## config.mk

```make
export PLATFORM = sky130hd
export DESIGN_NAME = penta_nav_ctrl_flat
export DESIGN_NICKNAME = d
export VERILOG_FILES = /design/src/rtl/penta_nav_ctrl_if.sv /design/src/rtl/penta_nav_ctrl.sv /design/src/flat_wrapper.sv
export SDC_FILE = /design/constraint.sdc
export NUM_CORES = 1
export LEC_CHECK = 0
export ABC_AREA = 1
export BUFFER_PORTS_ARGS = -buffer_cell sky130_fd_sc_hd__buf_2
export CORE_MARGIN = 8
export CORE_UTILIZATION = 50
export CTS_CLUSTER_DIAMETER = 40
export DETAILED_ROUTE_END_ITERATION = 10
export HOLD_SLACK_MARGIN = 0.03
export PLACE_DENSITY_LB_ADDON = 0.15
export SYNTH_ARGS = -nofsm -noshare
export SYNTH_HDL_FRONTEND = slang
export SYNTH_SLANG_ARGS = --single-unit
export TNS_END_PERCENT = 50
```

## constraint.sdc

```tcl
create_clock -name sysclk -period 2.2 [get_ports sysclk]
set_clock_uncertainty 0.1 [all_clocks]
set_input_delay 0 -clock sysclk [delete_from_list [all_inputs] [get_ports sysclk]]
set_output_delay 0 -clock sysclk [all_outputs]
set_load 0.005 [all_outputs]
```

## src/rtl/penta_nav_ctrl_if.sv

```systemverilog
// Command port of the navigation controller: a registered valid/ready
// channel carrying one slot write (index + value) per handshake.
interface penta_nav_ctrl_if #(
    parameter int CW    = 2,
    parameter int VAL_W = 8
);
    logic             cmd_valid;
    logic             cmd_ready;
    logic [CW-1:0]    cmd_slot;
    logic [VAL_W-1:0] cmd_value;

    modport master (
        output cmd_valid,
        output cmd_slot,
        output cmd_value,
        input  cmd_ready
    );

    modport slave (
        input  cmd_valid,
        input  cmd_slot,
        input  cmd_value,
        output cmd_ready
    );
endinterface

```

## src/rtl/penta_nav_ctrl.sv

```systemverilog
// Five-button browse/edit/commit controller over a bank of settings slots;
// committed values leave through the valid/ready command interface.
module penta_nav_ctrl #(
    parameter int NUM_SLOTS = 4,
    parameter int VAL_W     = 8,
    parameter int TIMEOUT   = 1000000,
    localparam int CW = ($clog2(NUM_SLOTS) < 1) ? 1 : $clog2(NUM_SLOTS),
    localparam int TW = ($clog2(TIMEOUT + 1) < 1) ? 1 : $clog2(TIMEOUT + 1)
) (
    input  logic                sysclk,
    input  logic                reset_n,
    input  logic                btn_up,
    input  logic                btn_down,
    input  logic                btn_left,
    input  logic                btn_right,
    input  logic                btn_ok,
    penta_nav_ctrl_if.master    cmd,
    output logic [1:0]          mode,
    output logic [CW-1:0]       cursor,
    output logic [VAL_W-1:0]    cur_value
);

    typedef enum logic [1:0] {
        ST_BROWSE = 2'd0,
        ST_EDIT   = 2'd1,
        ST_COMMIT = 2'd2
    } state_t;

    localparam logic [CW-1:0]    LAST_SLOT = CW'(NUM_SLOTS - 1);
    localparam logic [VAL_W-1:0] MAX_VAL   = '1;
    localparam logic [TW-1:0]    TMO_LAST  = TW'((TIMEOUT > 0) ? TIMEOUT - 1 : 0);

    state_t           state_q, state_d;
    logic [CW-1:0]    cursor_q, cursor_d;
    logic [VAL_W-1:0] edit_q, edit_d;
    logic [TW-1:0]    tmo_q, tmo_d;
    logic             valid_q, valid_d;
    logic [VAL_W-1:0] slot_q [NUM_SLOTS];
    logic [VAL_W-1:0] slot_d [NUM_SLOTS];

    // Fixed priority ok > left > right > up > down; losers are dropped.
    logic any_press;
    logic p_ok, p_left, p_right, p_up, p_down;

    always_comb begin
        any_press = btn_ok | btn_left | btn_right | btn_up | btn_down;
        p_ok      = btn_ok;
        p_left    = btn_left  & ~btn_ok;
        p_right   = btn_right & ~btn_ok & ~btn_left;
        p_up      = btn_up    & ~btn_ok & ~btn_left & ~btn_right;
        p_down    = btn_down  & ~btn_ok & ~btn_left & ~btn_right & ~btn_up;
    end

    always_comb begin
        state_d  = state_q;
        cursor_d = cursor_q;
        edit_d   = edit_q;
        tmo_d    = tmo_q;
        valid_d  = valid_q;
        slot_d   = slot_q;

        case (state_q)
            ST_BROWSE: begin
                tmo_d = '0;
                if (p_ok) begin
                    edit_d  = slot_q[cursor_q];
                    state_d = ST_EDIT;
                end else if (p_left) begin
                    cursor_d = (cursor_q == '0) ? LAST_SLOT : cursor_q - CW'(1);
                end else if (p_right) begin
                    cursor_d = (cursor_q == LAST_SLOT) ? '0 : cursor_q + CW'(1);
                end
            end

            ST_EDIT: begin
                if (p_ok) begin
                    state_d = ST_COMMIT;
                    valid_d = 1'b1;
                    tmo_d   = '0;
                end else if (p_left) begin
                    state_d = ST_BROWSE;
                    tmo_d   = '0;
                end else if (any_press) begin
                    // Every press, even a dropped or ignored one, restarts the idle count.
                    tmo_d = '0;
                    if (p_up && edit_q != MAX_VAL) begin
                        edit_d = edit_q + VAL_W'(1);
                    end else if (p_down && edit_q != '0) begin
                        edit_d = edit_q - VAL_W'(1);
                    end
                end else if (TIMEOUT > 0) begin
                    if (tmo_q == TMO_LAST) begin
                        state_d = ST_BROWSE;
                        tmo_d   = '0;
                    end else begin
                        tmo_d = tmo_q + TW'(1);
                    end
                end
            end

            ST_COMMIT: begin
                tmo_d = '0;
                if (cmd.cmd_ready) begin
                    slot_d[cursor_q] = edit_q;
                    state_d          = ST_BROWSE;
                    valid_d          = 1'b0;
                end
            end

            default: begin
                state_d = ST_BROWSE;
                valid_d = 1'b0;
                tmo_d   = '0;
            end
        endcase
    end

    always_ff @(posedge sysclk) begin
        if (!reset_n) begin
            state_q  <= ST_BROWSE;
            cursor_q <= '0;
            edit_q   <= '0;
            tmo_q    <= '0;
            valid_q  <= 1'b0;
            for (int i = 0; i < NUM_SLOTS; i++) begin
                slot_q[i] <= '0;
            end
        end else begin
            state_q  <= state_d;
            cursor_q <= cursor_d;
            edit_q   <= edit_d;
            tmo_q    <= tmo_d;
            valid_q  <= valid_d;
            for (int i = 0; i < NUM_SLOTS; i++) begin
                slot_q[i] <= slot_d[i];
            end
        end
    end

    // Command fields come straight from the frozen cursor/edit registers.
    assign cmd.cmd_valid = valid_q;
    assign cmd.cmd_slot  = cursor_q;
    assign cmd.cmd_value = edit_q;

    assign mode      = state_q;
    assign cursor    = cursor_q;
    assign cur_value = (state_q == ST_BROWSE) ? slot_q[cursor_q] : edit_q;

endmodule

```

## src/flat_wrapper.sv

```systemverilog
// flat-port wrapper written by rule: the top's interface ports become plain ports
module penta_nav_ctrl_flat 
#(
    parameter int NUM_SLOTS = 4,
    parameter int VAL_W     = 8,
    parameter int TIMEOUT   = 1000000,
    localparam int CW = ($clog2(NUM_SLOTS) < 1) ? 1 : $clog2(NUM_SLOTS),
    localparam int TW = ($clog2(TIMEOUT + 1) < 1) ? 1 : $clog2(TIMEOUT + 1)
)
  (sysclk, reset_n, btn_up, btn_down, btn_left, btn_right, btn_ok, mode, cursor, cur_value, cmd_cmd_valid, cmd_cmd_slot, cmd_cmd_value, cmd_cmd_ready);
  penta_nav_ctrl_if #(.CW((2)), .VAL_W(VAL_W)) cmd_i ();
  input  logic sysclk;
  input  logic reset_n;
  input  logic btn_up;
  input  logic btn_down;
  input  logic btn_left;
  input  logic btn_right;
  input  logic btn_ok;
  output logic [1:0] mode;
  output logic [CW-1:0] cursor;
  output logic [VAL_W-1:0] cur_value;
  output wire logic [$bits(cmd_i.cmd_valid)-1:0] cmd_cmd_valid;
  output wire logic [$bits(cmd_i.cmd_slot)-1:0] cmd_cmd_slot;
  output wire logic [$bits(cmd_i.cmd_value)-1:0] cmd_cmd_value;
  input wire logic [$bits(cmd_i.cmd_ready)-1:0] cmd_cmd_ready;
  assign cmd_cmd_valid = cmd_i.cmd_valid;
  assign cmd_cmd_slot = cmd_i.cmd_slot;
  assign cmd_cmd_value = cmd_i.cmd_value;
  assign cmd_i.cmd_ready = cmd_cmd_ready;
  penta_nav_ctrl #(.NUM_SLOTS(NUM_SLOTS), .VAL_W(VAL_W), .TIMEOUT(TIMEOUT)) u_core (.sysclk(sysclk), .reset_n(reset_n), .btn_up(btn_up), .btn_down(btn_down), .btn_left(btn_left), .btn_right(btn_right), .btn_ok(btn_ok), .cmd(cmd_i), .mode(mode), .cursor(cursor), .cur_value(cur_value));
endmodule
```

==> results of run 1 <==
## layout by cell type (no fill, tap or decap), types with 2 or more instances in the layout
cell type      synthesis  layout
buf_4                  3      16
nand3_1               44      44
xor2_1                 4       4
dfxtp_1               65      65
nand2_1              111     110
clkinv_4               0       2
inv_2                  6       6
ha_1                  12      11
a211oi_1               2       2
nor3_2                 4       4
nand4_1                8       8
xnor2_1                3       3
buf_2                  6      30
inv_1                 61      61
clkbuf_8               0      11
nor3_1                 6       6
a21oi_1               65      65
nand2_2                2       2
nor2_1                53      52
nor2_4                 4       5
o21ai_1                5       5
dlygate4sd3_1          0       6
o21ai_0               43      43
clkbuf_1              10       2
## per-stage QoR
step / area, sq um / TNS, ps / util, % / power, mW / hold WS, ps
2_1_floorplan: 3590 / 0 / - / 1.71 / 87.0
3_3_place_gp: 3850 / 0 / 54.2 / 1.92 / 270
3_5_place_dp: 3850 / 0 / 54.2 / 1.93 / 272
4_1_cts: 4090 / 0 / 57.7 / 2.88 / 35.2
5_1_grt: 4120 / -10.8 / 58.1 / 3.04 / 67.3
6_report: 4120 / 0 / 58.1 / 2.87 / 51.5
## worst paths after layout
check | from | to | slack [ps] | cells past startpoint
setup / recovery | u_core.tmo_q[0] | u_core.mode[0] | 140 | 9
hold / removal | btn_ok | u_core.tmo_q[10] | 50 | 6
setup reg to reg | u_core.tmo_q[0] | u_core.mode[0] | 140 | 9
hold reg to reg | u_core.slot_q[29] | u_core.slot_q[29] | 350 | 2
## power breakdown
group / switching (mW) / internal (mW)
clock network: 0.470 / 0.476
registers: 0.0164 / 1.21
logic: 0.445 / 0.254
## what timing repair did
action | 4_1_cts | 5_1_grt
endpoints found under the hold margin | 21 | 0
resized for setup | 0 | 5
hold buffers | 6 | 0
setup endpoints to repair | 0 | 6
## registers in the layout (all words and copies together) (netlist names)
register	count
u_core.slot_q	32
u_core.cmd.cmd_valid	1
u_core.cmd.cmd_value	8
u_core.cmd.cmd_slot	2
u_core.mode	2
u_core.tmo_q	20
## final cells by class
class / instances / area share, %
inverter: 68 / 6.19
clock buffer: 13 / 3.86
clock inverter: 3 / 0.607
tap: 99 / 3.01
sequential: 65 / 31.6
timing repair buffer: 52 / 8.01
multi-input combinational: 377 / 46.8
## metal layers
layer / vias to the layer above / GRT usage [%] / part of all wire [%]
met3: 17 / 3.66 / 7.2
met4: 0 / 8.72 / 2.0
li1: 1816 / - / -
met2: 113 / 29.6 / 43
met1: 1607 / 25.5 / 47
met5: - / 0 / 0
## cell families (layout without fill, tap and decap cells)
group	after synthesis	count (layout)	synth area share, %
compound gates	120	120	17.2
flops	65	65	36.3
simple gates	237	237	29.3
xor+xnor	7	7	1.71
buf+inv	94	136	10.7
fa+ha+maj	13	13	4.75
## critical path: stages, from the launching register on
cell and delay (ps):
dfxtp_1 360, ha_1 170, nand2_1 130, nor2_4 160, nand3_1 150, nand3_2 120, o211ai_1 100, nand2_1 80
dlygate4sd3_1 550, inv_1 40
==> impl_metrics.toml, run 1 <==
[routing]
number_of_drc_violations_after_detailed_routing = 0
avgViaCountPerCell = 5.25
pre_antenna_drt_iters = 4
totalWireLength_um = 9270
ant_nets = 0
initialDrtViolationCount = 258
detailroute.via_count = 3553
routed_wire_length_per_instance_um = 13.7

[setup_path]
crit_path_max_fanout = 3
worstPathRequired_ps = 2340
worst-setup-path-type = "reg -> reg"
critPathArrivalTime_ps = 2200
timing.critical_path.from_type = "register"
critical_path.endpoint_type = "register"

[pwr]
leakagePower_nw = 1.67
ir_worst_vdd_mv = 0.365
power_density_mw_per_mm2 = 696

[global_routing]
first_global_vias = 3284
gr-usage-all-layers_pct = 19.3
grt_pass1_wl_um = 15500
globalRouteOverflowTotal = 0
grt_start_max_net_pins = 32
initial_antenna_violation_count = 0

[die]
design.core.area_sq_mm = 0.00710
fp.dieArea_sq_mm = 0.0101
num_rows = 31
die_w_um = 101
boundaryPins = 31
initial_utilization_pct = 50.5
chipHeight_um = 101

[clocking]
cts_made_buffers = 9
worst_skew_pair.late_latency_ps = 340
cts.root.buffer_cell = "clkbuf_8"
clock_tree.htree_level_count = 3
clkTransAtPathRegs_ps = 70
cts_setup_buffers = 0
cts_tree = "yes"
cts_max_path_buffers = 2
cts_num_sinks = 65

[final_layout]
drive_gt1_share_pct = 14.2
fin_cells = 677
area_growth_syn_to_layout_pct = 14.9
n_fill_cell = 687
antenna_cells = 0
final-seq-area_sq_mm = 0.00130
final_net_count = 594
multi_input_area_sq_mm = 0.00193

[placement]
gpl.final_weighted_congestion = 0.907
buffer_ports.inserted = 30
setup_slack_placement_ps = 96.4
placed_cells = 655
final_hpwl_dp_um = 6590

[sta]
number_of_max_slew_violations_in_the_final_report = 0
fin_crit_sh_pct = 93.7
setup_slack_after_layout_ps = 138
max_clock_freq_mhz = 485
grt_setup_unrepaired = "true"
finalHoldViolCount = 0
final.min_clock_period_ps = 2060
finalSetupViolations = 0
worst_slew_pin_slew_ps = 452
max-slew-margin-rel_pct = 69.8

[synthesis]
synth.largest_area_cell = "dfxtp_1"
synth.area.top_cells = "dfxtp_1, nand2_1, a21oi_1"
synthesis_stage_register_bit_count = 65
synthesis.instances = 536
post_synth_instance_area_sq_mm = 0.00359
synth.avg_cell_area_sq_um = 6.69
yosysSeqAreaShare_pct = 36.3
number_of_different_library_cells_in_the_post_synthesis_netlist = 36
post_syn_nets = 557
synthTopCellsByCount = "nand2_1, a21oi_1, dfxtp_1"
synth_top_flop_cell = "dfxtp_1"
ys_async_sr_fraction_pct = 0
synth.yosys.warnings = 0
share_of_the_synthesized_area_in_the_top_cell_type_pct = 36.3
dominant_cell_by_count_in_the_synthesized_netlist = "nand2_1"
synth-edff-count = 0

[hold_path]
worst_hold_path_type = "in -> reg"

[status]
status = "finished, final reports clean"

[run]
max-cap-violations = 0
(Power assumes the default switching activity.)
==> run 2, diff against run 1 <==
--- a/config.mk
+++ b/config.mk
@@ -11,6 +11,7 @@
 export CORE_UTILIZATION = 50
 export CTS_CLUSTER_DIAMETER = 40
 export DETAILED_ROUTE_END_ITERATION = 10
+export GPL_ROUTABILITY_DRIVEN = 1
 export HOLD_SLACK_MARGIN = 0.03
 export PLACE_DENSITY_LB_ADDON = 0.15
 export SYNTH_ARGS = -nofsm -noshare
==> constraint.sdc (replaced) <==
create_clock -name sysclk -period 1.9 [get_ports sysclk]
set_clock_uncertainty 0.1 [all_clocks]
set_input_delay 0 -clock sysclk [delete_from_list [all_inputs] [get_ports sysclk]]
set_output_delay 0 -clock sysclk [all_outputs]
set_load 0.005 [all_outputs]
==> run 2 against run 1 <==
  * The run now ends with setup timing left
  * Hold slack worse by 21 ps
  * Total power grew 29%
  * Via count rose by 1.9%
  * Register-to-register slack got worse by 160 ps
  * First-iteration DRC count grew 14%
  * Wire length up 4.8%
  * Sequential power rose by 17%
  * Critical endpoint is now u_core.cmd.cmd_value[6]
  * Largest cell class unchanged
  * Highest routed layer unchanged
==> impl_metrics.toml, run 2 (synthesis gave the netlist of run 1 again) <==
[setup_path]
crit_cells = 12
cp_slowest_stage_delay_ps = 370
critical_path.endpoint_type = "register"
critPathArrivalTime_ps = 2050
worst-setup-path-type = "reg -> reg"
critPathBufInv = 1
crit_path_max_fanout = 8
critical_path.cell_chain = "nand2_2, nor2_4, nand2_4, nand2_8, buf_6, fa_2, nand4_1, nand3_1, nand2_1, nand3_1, nand3_1, a21oi_1"
worstReg2RegStart = "u_core.cmd.cmd_value[7]"
timing.critical_path.max_delay_family = "simple AND/OR/NAND/NOR gates"
rr_worst_depth = 12
critical_path.most_common_cell = "nand3_1"
worstReg2RegEnd = "u_core.cmd.cmd_value[6]"
timing.critical_path.from = "u_core.cmd.cmd_value[7]"
slowest_library_cell_on_the_worst_path = "fa_2"
worstPathRequired_ps = 2030
regToRegSetupSlack_ps = -20
timing.critical_path.from_type = "register"
cp-endpoint = "u_core.cmd.cmd_value[6]"

[pwr]
finalPower_mw = 3.71
power_density_mw_per_mm2 = 842
ir_worst_vdd_mv = 0.419
leakagePower_nw = 1.81

[die]
num_rows = 31
design.core.area_sq_mm = 0.00710
chipHeight_um = 101
die_w_um = 101
boundaryPins = 31
fp.dieArea_sq_mm = 0.0101
initial_utilization_pct = 50.5

[placement]
placed_cells = 673
setup_slack_placement_ps = -102
gpl.final_weighted_congestion = 0.938
final_hpwl_dp_um = 6860
buffer_ports.inserted = 30

[sta]
final.min_clock_period_ps = 1920
finalHoldViolCount = 0
setup_slack_after_layout_ps = -20.9
number_of_max_slew_violations_in_the_final_report = 0
max-slew-margin-rel_pct = 66.8
max_clock_freq_mhz = 521
fin_crit_sh_pct = 101
finalSetupViolations = 2
worst_slew_pin_slew_ps = 497
grt_setup_unrepaired = "true"

[final_layout]
largest_reg_flops = 32
antenna_cells = 0
layout_commonest_cell = "nand2_1"
final-seq-area_sq_mm = 0.00131
layout.cells.most_common_list = "nand2_1, a21oi_1, inv_1, dfxtp_1, nor2_1"
area_growth_syn_to_layout_pct = 23.0
n_fill_cell = 678
regMostFlops = "u_core.slot_q"
multi_input_area_sq_mm = 0.00205
final_net_count = 608
drive_gt1_share_pct = 21.3
fin_cells = 691

[routing]
avgViaCountPerCell = 5.24
number_of_drc_violations_after_detailed_routing = 0
routed_wire_length_per_instance_um = 14.1
pre_antenna_drt_iters = 7
ant_nets = 0
initialDrtViolationCount = 293
totalWireLength_um = 9710
detailroute.via_count = 3622

[status]
status = "complete, but fails checks"
violations = "setup timing"

[global_routing]
initial_antenna_violation_count = 0
globalRouteOverflowTotal = 0
grt_pass1_wl_um = 16000
grt_start_max_net_pins = 32
first_global_vias = 3289
gr-usage-all-layers_pct = 20.0

[clocking]
clock_tree.htree_level_count = 3
cts_max_path_buffers = 2
worst_skew_pair.late_latency_ps = 350
cts_tree = "yes"
cts.root.buffer_cell = "clkbuf_8"
cts_setup_buffers = 0
cts_num_sinks = 65
clkTransAtPathRegs_ps = 70
cts_made_buffers = 9

[run]
max-cap-violations = 0

[hold_path]
worst_hold_path_type = "in -> reg"
## run 2: timing repair
action                     CTS  global route
hold buffers                 2             0
hold endpoints to repair     2             0
setup endpoints to repair    6            10
gates resized for setup      2            28
pin swaps                    0            12
## run 2: through the flow
step	utilization, %	area (sq um)	hold slack, ps	setup TNS [ps]
2_1_floorplan	-	3660	87.0	-38.4
3_3_place_gp	56.5	4010	238	-260
3_5_place_dp	56.5	4010	260	-327
4_1_cts	60.2	4270	32.0	-57.6
5_1_grt	62.1	4410	55.7	-655
6_report	62.1	4410	30.7	-28.8
## run 2: worst min-delay path by stage
stage,depth (start not counted),endpoint,startpoint
5_1_grt,4,u_core.cmd.cmd_value[0],reset_n
6_report,4,u_core.cmd.cmd_valid,btn_ok
3_5_place_dp,4,u_core.mode[1],cmd_cmd_ready
4_1_cts,4,u_core.cmd.cmd_valid,btn_ok
2_1_floorplan,2,u_core.mode[1],btn_ok
3_3_place_gp,4,u_core.mode[1],cmd_cmd_ready
## run 2: power by group
part	internal [mW]	total (mW)	switching, mW
combinational	0.350	0.893	0.543
sequential	1.40	1.43	0.0235
clock	0.847	1.39	0.546
## run 2: final cells by class
cell class | count | area share (%)
multi-input cells | 377 | 46.5
flip-flops and latches | 65 | 29.7
repair buffers | 66 | 9.82
well taps | 99 | 2.81
clock inverters | 4 | 1.67
clock buffers | 12 | 3.75
inverters | 68 | 5.79
## run 2: layer usage
metal  vias to the layer above  share of wire (%)  GRT usage (%)
li1                       1842                  -              -
met1                      1634                 45           26.2
met2                       135                 46           31.8
met3                        11                7.4           4.49
met4                         0                1.1           5.58
met5                         -                  0              0
## run 2: worst register-to-register path: cells and delay by family (launching register included)
family | cells | cell delay (ps)
AO/OA/AOI/OAI | 1 | 60
adder cells (fa/ha/maj) | 1 | 370
buffers and inverters | 1 | 170
flip-flops | 1 | 330
AND/OR/NAND/NOR | 9 | 780
==> run 3, diff against run 2 <==
--- a/config.mk
+++ b/config.mk
@@ -14,6 +14,7 @@
 export GPL_ROUTABILITY_DRIVEN = 1
 export HOLD_SLACK_MARGIN = 0.03
 export PLACE_DENSITY_LB_ADDON = 0.15
+export RECOVER_POWER = 100
 export SYNTH_ARGS = -nofsm -noshare
 export SYNTH_HDL_FRONTEND = slang
 export SYNTH_SLANG_ARGS = --single-unit
==> run 3 against run 2 <==
  * The run still ends with setup timing left
  * Global-route usage did not move
  * Flip-flop and latch count stayed put
  * Non-clock buffer count did not move
  * Setup slack better by 8.0 ps
  * Maximum frequency is 0.42% higher
  * Sequential share of layout area rose by 0.059 points
  * Register-to-register slack is essentially flat
  * First-iteration DRC count fell by 15%
  * Clock-buffer cell count is the same
  * Cell area fell by 0.20%
  * Via count shrank 0.69%
  * Critical path type unchanged
  * Critical endpoint unchanged
  * Largest power group unchanged
==> impl_metrics.toml, run 3 (synthesis gave the netlist of run 1 again) <==
[status]
status = "complete, but fails checks"
violations = "setup timing"

[pwr]
ir_worst_vdd_mv = 0.418
leakagePower_nw = 1.79
power_density_mw_per_mm2 = 844
finalPower_mw = 3.71

[clocking]
worst_skew_pair.late_latency_ps = 340
cts.root.buffer_cell = "clkbuf_8"
cts_max_path_buffers = 2
cts_tree = "yes"
cts_num_sinks = 65
cts_made_buffers = 9
clock_tree.htree_level_count = 3
cts_setup_buffers = 0
clkTransAtPathRegs_ps = 70

[die]
chipHeight_um = 101
die_w_um = 101
num_rows = 31
initial_utilization_pct = 50.5
fp.dieArea_sq_mm = 0.0101
boundaryPins = 31
design.core.area_sq_mm = 0.00710

[final_layout]
antenna_cells = 0
fin_cells = 691
layout_commonest_cell = "nand2_1"
fin_util_pct = 62.0
finalInstanceArea_sq_mm = 0.00440
regMostFlops = "u_core.slot_q"
layout.cells.most_common_list = "nand2_1, a21oi_1, inv_1, dfxtp_1, nor2_1"
largest_reg_flops = 32
drive_gt1_share_pct = 20.4
final_net_count = 608
area_growth_syn_to_layout_pct = 22.7

[global_routing]
gr-usage-all-layers_pct = 20.0
first_global_vias = 3289
grt_start_max_net_pins = 32
grt_pass1_wl_um = 16000
globalRouteOverflowTotal = 0
initial_antenna_violation_count = 0

[setup_path]
crit_path_max_fanout = 8
regToRegSetupSlack_ps = -10
critPathArrivalTime_ps = 2040
slowest_library_cell_on_the_worst_path = "fa_2"
worst-setup-path-type = "reg -> reg"
rr_worst_depth = 12
critPathBufInv = 1
worstPathRequired_ps = 2030
critical_path.most_common_cell = "nand3_1"
critical_path.endpoint_type = "register"
worstReg2RegStart = "u_core.cmd.cmd_value[6]"
critical_path.cell_chain = "nand2_2, nor2_4, nand2_4, nand2_8, buf_6, fa_2, nand4_1, nand3_1, nand2_1, nand3_1, nand3_1, a21oi_1"
worstReg2RegEnd = "u_core.cmd.cmd_value[6]"
timing.critical_path.max_delay_family = "simple AND/OR/NAND/NOR gates"
timing.critical_path.from_type = "register"
cp_slowest_stage_delay_ps = 370

[routing]
detailroute.via_count = 3597
totalWireLength_um = 9680
ant_nets = 0
initialDrtViolationCount = 250
avgViaCountPerCell = 5.21
routed_wire_length_per_instance_um = 14.0
pre_antenna_drt_iters = 5
number_of_drc_violations_after_detailed_routing = 0

[sta]
setup_slack_after_layout_ps = -12.9
number_of_max_slew_violations_in_the_final_report = 0
grt_setup_unrepaired = "true"
max_clock_freq_mhz = 523
fin_crit_sh_pct = 101
final.min_clock_period_ps = 1910
worst_slew_pin_slew_ps = 512
max-slew-margin-rel_pct = 65.8
finalSetupViolations = 1
finalHoldViolCount = 0

[placement]
placed_cells = 673
gpl.final_weighted_congestion = 0.938
placed_cell_area_sq_mm = 0.00401
final_hpwl_dp_um = 6860
buffer_ports.inserted = 30
setup_slack_placement_ps = -102

[hold_path]
worst_hold_path_type = "in -> reg"
min_to = "u_core.cmd.cmd_valid"
worst_hold_path.num_cells = 4
launch_instance_of_the_worst_min_delay_path = "btn_ok"

[run]
max-cap-violations = 0
run 3: changes by cell type in the layout (fill, tap and decap cells not counted):
cell      delta
clkbuf_1     +5
buf_2        -4
buf_4        -1
run 3: worst max path at each step:
stage                              endpoint  depth (start not counted)                    start
floorplan           u_core.cmd.cmd_value[7]                         14  u_core.cmd.cmd_value[1]
finish              u_core.cmd.cmd_value[6]                         12  u_core.cmd.cmd_value[6]
CTS                 u_core.cmd.cmd_value[7]                         14  u_core.cmd.cmd_value[1]
global placement    u_core.cmd.cmd_value[2]                         11                 btn_left
global route        u_core.cmd.cmd_value[6]                         12  u_core.cmd.cmd_value[2]
detailed placement  u_core.cmd.cmd_value[6]                         13                 btn_left
run 3: cell type report:
type | count | area (sq um)
multi-input cells | 377 | 2050
clock buffers | 12 | 165
flip-flops and latches | 65 | 1310
fillers | 679 | 2700
well taps | 99 | 124
repair buffers | 66 | 424
inverters | 68 | 255
clock inverters | 4 | 73.8
run 3: tightest hold or removal path: cells and delay by family:
family | cells | cell delay, ps
buffers and inverters | 2 | 250
AND/OR/NAND/NOR | 1 | 90
AO/OA/AOI/OAI | 1 | 80
run 3: power breakdown:
group | internal (mW) | switching, mW
Combinational | 0.346 | 0.544
Sequential | 1.40 | 0.0236
Clock | 0.847 | 0.552
Total | 2.59 | 1.12
run 3: layer usage:
metal / vias to the layer above / global-route usage [%] / part of all wire [%]
met5: - / 0 / 0
met4: 0 / 5.58 / 1.1
met3: 11 / 4.49 / 6.3
met2: 122 / 31.8 / 46
met1: 1623 / 26.2 / 47
li1: 1841 / - / -
run 3: per-stage QoR:
step | hold slack, ps | TNS (ps)
after floorplan | 87.0 | -38.4
after global placement | 238 | -260
after detailed placement | 260 | -327
after CTS | 32.0 | -57.6
after global routing | 55.7 | -655
final | 31.2 | -12.9
run 3: what timing repair did:
action	CTS	global route
setup endpoints to repair	6	10
endpoints found under the hold margin	2	0
pin swaps	0	12
hold buffers	2	0
gates resized for setup	2	28
